**src/rtl/serial_pkg.sv**
```systemverilog
`default_nettype none
// ============================================================================
// Module      : serial_pkg
// Description : Shared state encoding and default width for serial_subtractor.
// Revision    : 1.0 - initial release
// ============================================================================
package serial_pkg;

    typedef enum logic [1:0] {
        IDLE  = 2'd0,
        SHIFT = 2'd1,
        DONE  = 2'd2
    } state_t;

    localparam int DEFAULT_WIDTH = 8;

endpackage : serial_pkg
`default_nettype wire

```
**src/rtl/full_subtractor.sv**
```systemverilog
`default_nettype none
// ============================================================================
// Module      : full_subtractor
// Description : One-bit combinational full subtractor cell (a - b - bin).
// Revision    : 1.0 - initial release
// ============================================================================
module full_subtractor (
    input  logic a,
    input  logic b,
    input  logic bin,
    output logic d,
    output logic bout
);

    assign d    = a ^ b ^ bin;
    assign bout = (~a & b) | (~(a ^ b) & bin);

endmodule : full_subtractor
`default_nettype wire

```
**src/rtl/serial_subtractor.sv**
```systemverilog
`default_nettype none
// ============================================================================
// Module      : serial_subtractor
// Description : Bit-serial N-bit unsigned subtractor D = A - B, LSB first,
//               with borrow-out and start/busy/done handshake.
// Revision    : 1.0 - initial release
// ============================================================================
module serial_subtractor
    import serial_pkg::*;
#(
    parameter int N = DEFAULT_WIDTH
) (
    input  logic         clk,
    input  logic         rst,
    input  logic         start,
    input  logic [N-1:0] A,
    input  logic [N-1:0] B,
    output logic [N-1:0] D,
    output logic         Bout,
    output logic         busy,
    output logic         done
);

    localparam int             CW     = $clog2(N);
    localparam logic [CW-1:0]  c_last = CW'(N - 1);

    state_t          r_state;
    logic [N-1:0]    r_ra;
    logic [N-1:0]    r_rb;
    logic [N-1:0]    r_rd;
    logic [N-1:0]    r_d;
    logic            r_bout;
    logic            r_borrow;
    logic [CW-1:0]   r_cnt;

    logic            w_d;
    logic            w_bout;
    logic [N-1:0]    w_rd_next;

    full_subtractor u_cell (
        .a    (r_ra[0]),
        .b    (r_rb[0]),
        .bin  (r_borrow),
        .d    (w_d),
        .bout (w_bout)
    );

    // Result bits enter at the MSB so that after N shifts bit 0 sits at the LSB.
    assign w_rd_next = {w_d, r_rd[N-1:1]};

    always_ff @(posedge clk) begin
        if (rst) begin
            r_state  <= IDLE;
            r_ra     <= '0;
            r_rb     <= '0;
            r_rd     <= '0;
            r_d      <= '0;
            r_bout   <= 1'b0;
            r_borrow <= 1'b0;
            r_cnt    <= '0;
        end else begin
            case (r_state)
                IDLE: begin
                    if (start) begin
                        r_ra     <= A;
                        r_rb     <= B;
                        r_rd     <= '0;
                        r_borrow <= 1'b0;
                        r_cnt    <= '0;
                        r_state  <= SHIFT;
                    end
                end
                SHIFT: begin
                    r_ra     <= r_ra >> 1;
                    r_rb     <= r_rb >> 1;
                    r_rd     <= w_rd_next;
                    r_borrow <= w_bout;
                    if (r_cnt == c_last) begin
                        r_cnt   <= '0;
                        r_d     <= w_rd_next;
                        r_bout  <= w_bout;
                        r_state <= DONE;
                    end else begin
                        r_cnt   <= r_cnt + CW'(1);
                    end
                end
                DONE: begin
                    r_state <= IDLE;
                end
                default: begin
                    r_state <= IDLE;
                end
            endcase
        end
    end

    assign D    = r_d;
    assign Bout = r_bout;
    assign busy = (r_state == SHIFT);
    assign done = (r_state == DONE);

endmodule : serial_subtractor
`default_nettype wire

```
**config.mk**
```make
export PLATFORM = sky130hd
export DESIGN_NAME = serial_subtractor
export DESIGN_NICKNAME = d
export VERILOG_FILES = /design/src/rtl/serial_pkg.sv /design/src/rtl/full_subtractor.sv /design/src/rtl/serial_subtractor.sv
export SDC_FILE = /design/constraint.sdc
export NUM_CORES = 1
export LEC_CHECK = 0
export ABC_AREA = 0
export CORE_ASPECT_RATIO = 0.5
export CORE_UTILIZATION = 40
export CTS_CLUSTER_DIAMETER = 200
export DETAILED_ROUTE_END_ITERATION = 12
export SYNTH_ARGS = -nofsm -noshare
export SYNTH_HDL_FRONTEND = slang
export SYNTH_SLANG_ARGS = --single-unit
```
**constraint.sdc**
```tcl
create_clock -name clk -period 2.2 [get_ports clk]
set_input_delay 0.44 -clock clk [delete_from_list [all_inputs] [get_ports clk]]
set_output_delay 0.44 -clock clk [all_outputs]
set_load 0.01 [all_outputs]
```
; Yosys cells after proc, flatten, opt, wreduce, memory -nomap -nowiden
; Cells that the tools add are included.
[op_classes]
n_addsub = 1
eq_ne = 5
mux = 14
bitwise = 7
n_reduce_logical = 5
[ops]
columns = op, count
row1 = $pmux 8 s2, 3
row2 = $mux 8, 3
row3 = $mux 3, 2
row4 = $pmux 3 s2, 1
row5 = $reduce_and 2->1, 3
row6 = $mux 2, 2
row7 = $pmux 2 s2, 1
row8 = $add 3x1->3 const B, 1
row9 = $eq 3x3->1 const B, 1
row10 = $and 1x1->1, 2
row11 = $eq 2x1->1 const B, 1
row12 = $eq 2x2->1 const B, 1
row13 = $logic_not 2->1, 1
row14 = $ne 2x1->1 const B, 1
row15 = $ne 2x2->1 const B, 1
row16 = $not 1->1, 2
row17 = $pmux 1 s2, 1
row18 = $reduce_bool 2->1, 1
row19 = $xor 1x1->1, 2
row20 = $mux 1, 1
row21 = $or 1x1->1, 1
[word_totals]
reg_bits = 39
input_bits = 19
elab_cells = 40

; Depth between registers and ports, before layout
[logic_depth]
ltp_word = 5
ltp_mapped = 6
mapped_depth_nobuf = 5

; By module
; Synthesis repeated with hierarchy kept, for this count alone.
[unflattened]
hier_cells = 165
area_unflattened_um2 = 1617.8
[by_module_without_submodules]
columns = module, instances, cells_each, area_each_um2
row1 = serial_subtractor, 1, 161, 1586.5
row2 = full_subtractor, 1, 4, 31.3

; Worst setup path before layout
; No wires, ideal clock.
[synth_timing]
kind = register to register
start = reg r_cnt[0]
end = reg r_bout, in the netlist Bout
setup_ps = 86
arrival_time_ps = 1214
t_required_ps = 2114
path_slack_ps = 900
path_stages_with_launch = 6
path_buffers = 1
path_cell_list = dfxtp_1 -> ha_1 -> ha_1 -> and3b_1 -> buf_4 -> a211oi_1
[synth_via]
elab_chain_cells = 2
[synth_rtl]
columns = element, line
row1 = from (decl), serial_subtractor.sv:34  ; logic [CW-1:0] r_cnt;
row2 = from (signal assigned), serial_subtractor.sv:84  ; r_cnt <= r_cnt + CW'(1);
row3 = $eq 3x3->1, serial_subtractor.sv:78  ; if (r_cnt == c_last) begin
row4 = $reduce_and 2->1 (no source line), n/a
row5 = to (signal assigned), serial_subtractor.sv:81  ; r_bout <= w_bout;
row6 = to (decl), serial_subtractor.sv:32  ; logic r_bout;
; No other way between the ends.
; A chain may end at the register's enable or synchronous reset.

; Worst setup path in the final report
[layout_timing]
start = reg r_state[0]
end = out busy
[layout_via]
elab_chain_cells = 1
[layout_rtl]
columns = element, line
row1 = from (decl), serial_subtractor.sv:27  ; state_t r_state;
row2 = from (signal assigned), serial_subtractor.sv:53  ; r_state <= IDLE;
row3 = from (signal assigned), serial_subtractor.sv:70  ; r_state <= SHIFT;
row4 = from (signal assigned), serial_subtractor.sv:82  ; r_state <= DONE;
row5 = $eq 2x1->1, serial_subtractor.sv:99  ; assign busy = (r_state == SHIFT);
row6 = to (decl), serial_subtractor.sv:20  ; output logic busy,
; No other way between the ends.

==> flow_summary_export.csv <==
group,metric,value,unit
status,status,"complete, no violations",
global_routing,grtUsageTotal,15.7,%
sta,slew_headroom,38.9,%
hold_path,hold_depth,2,
critical_path,critPathKind,"reg -> out",
routing,drc,0,
yosys,synthXorXnorAreaFrac,0,%
critical_path,r2r_slack,0.59,ns
routing,vias,1181,
routing,viasPerCell,4.84,
layout,design_area,1940,um2
place,dp.cells,236,
floorplanning,dieArea,4120,um2
critical_path,start_kind,"flop",
cts,cts_sinks,38,
floorplanning,die_x,89.8,um
floorplanning,core-area,3550,um2
yosys,synth_cell_type_count,26,
job,maxCapViolCount,0,
cts,insertion_delay,0.28,ns
yosys,syn_inst,165,
layout,drive_gt1_share,6.22,%
yosys,synth_seq_cells,38,
sta,skew,0.00719,ns
routing,drt_iter0_markers,53,
critical_path,r2r_end,"r_rb[2]",
floorplanning,fp-row-count,15,
place,portBuffers,29,
hold_path,worstHoldStart,"D[4]",
layout,antennaDiodeCount,0,
place,post_dp_cell_area,1840,um2
sta,setup_tns,0,ns
sta,tightest_slew,0.915,ns
sta,grt_setup_unrepaired,"no",
yosys,synth_compound_area_share,16.5,%
sta,max_clock_freq,493,MHz
sta,worst_slack,0.173,ns
floorplanning,die_h,45.9,um
yosys,synthMuxAreaShare,8.45,%
pwr,p_sw_share,24.1,%
sta,hold_viol,0,
yosys,ys_seq_area_share,49.4,%
place,place_ws,0.114,ns
layout,nets,214,
yosys,synth-edff-count,0,
yosys,synth-main-ff-cell,"dfxtp_1",
global_routing,gr-total-overflow,0,
critical_path,r2r_cells,5,
yosys,yosysWarnings,0,
layout,area_growth,25.9,%
yosys,syn_area,1540,um2
yosys,syn_avg_cell_area,9.33,um2
cts,numCtsBuffers,5,
cts,ctsHoldBuffers,0,
critical_path,r2r_start,"r_state[0]",
global_routing,grt_pass1_wl,4870,um
hold_path,whs_endpoint,"D[4]",
hold_path,hold_path.class,"reg -> reg",
cts,htreeDepth,2,
routing,wl_per_cell,11.8,um
yosys,synth.net_count,187,
yosys,yosys.area_share.simple,16.6,%
pwr,power_frac_seq,53.3,%
pwr,power_frac_clock,35.8,%
cts,cts_setup_buffers,0,
pwr,p_sw,333,uW
yosys,synth_fa_ha_area_share,2.92,%
cts,clkTransAtPathRegs,0.08,ns
place,hpwl,1930,um
critical_path,crit_arrival,1.59,ns
layout,layout_commonest_cell,"dfxtp_1",
pwr,pwr-share-comb,10.9,%
layout,finalNonFillerCells,244,
pwr,p_leak,0.722,nW
pwr,ir_drop,0.000272,V
cts,cts_buffer_depth,2,
critical_path,end_kind,"output port",
routing,drt_first_pass_iters,4,
critical_path,crit_required,1.76,ns
floorplanning,io_pins,30,
yosys,synth_top_family_by_area,"simple AND/OR/NAND/NOR gates",
critical_path,worst-path-max-fanout,7,
cts,tritoncts,"built",
sta,setup_viol,0,
global_routing,antenna_found_initial,0,
routing,ant_nets,0,
cts,root_buffer,"clkbuf_8",
cts,post_cts_resized,0,
floorplanning,start_util,43.4,%
sta,report.final.slew_viol_count,0,
routing,wl,2890,um
layout,post-route-util,54.7,%
layout,final_cell_mix,"dfxtp_1, nor2_1, clkdlybuf4s50_1",
yosys,async_reset_ff_share,0,%
pwr,intPower,1.05,mW
sta,fin_crit,2.03,ns
place,place.gp.congestion,0.666,
global_routing,grt_max_degree,39,
pwr,p_per_area,712,nW/um2
global_routing,grt_pass1_vias,1051,
sta,finalCritPeriodShare,92.2,%
cell families after synthesis:
group           Yosys count
simple gates             58
compound gates           36
buf+inv                  17
mux                      13
fa+ha+maj                 3
flops                    38
flip-flops by register name, summed over array words and instances (netlist names):
name	count
r_rd	7
r_state	2
D	8
r_rb	8
r_ra	8
r_cnt	3
r_borrow	1
Bout	1
how the worst max path moves through the flow:
stage	from	slack (ns)	endpoint	cells past startpoint
2_1_floorplan	r_cnt[0]	0.90	Bout	5
3_3_place_gp	start	0.18	r_ra[7]	4
3_5_place_dp	start	0.11	r_ra[7]	4
4_1_cts	r_state[1]	0.17	busy	3
5_1_grt	r_state[1]	0.08	busy	3
6_report	r_state[0]	0.17	busy	3
final cells by class:
class | count | area, um2
repair buffers | 33 | 320
clock buffers | 6 | 82.6
multi-input cells | 110 | 684
clock inverters | 2 | 12.5
inverters | 4 | 15.0
flip-flops and latches | 38 | 761
well taps | 51 | 63.8
fillers | 318 | 1610
synth_stat cells, types with 3 or more instances:
cell type,number,share of area (%)
a22oi_1,12,5.8
nand2_1,16,3.9
a21oi_1,8,2.6
nor2_1,31,7.6
a211oi_1,13,6.3
mux2i_1,13,8.4
inv_1,4,0.97
dfxtp_1,38,49
buf_2,4,1.3
buf_4,3,1.5
clkbuf_1,3,0.73
per-stage QoR:
stage          hold slack, ns  total power [mW]
2_1_floorplan           0.432             0.851
3_3_place_gp            0.441             0.901
3_5_place_dp            0.445             0.904
4_1_cts                 0.457              1.40
5_1_grt                 0.475              1.45
6_report                0.453              1.38
critical path: stages (launching register included):
cell	delay [ns]
dfxtp_1	0.48
nand2b_1	0.16
inv_1	0.12
clkdlybuf4s50_1	0.54
power by group through the flow:
stage	Clock (mW)	Sequential (mW)	Combinational, mW
finish	0.495	0.736	0.150
global route	0.546	0.741	0.167
CTS	0.516	0.736	0.152
detailed placement	0	0.753	0.151
global placement	0	0.752	0.149
floorplan	0	0.747	0.104
metal layers:
metal	GRT usage, %	part of all wire (%)	routed length (um)	vias up
li1	-	-	-	627
met1	21.0	53	1540	533
met2	23.5	42	1220	19
met3	5.50	3.7	106	2
met4	5.90	0.69	20	0
met5	0	0	0	-
Note: power is estimated with default switching activity, not from simulation.
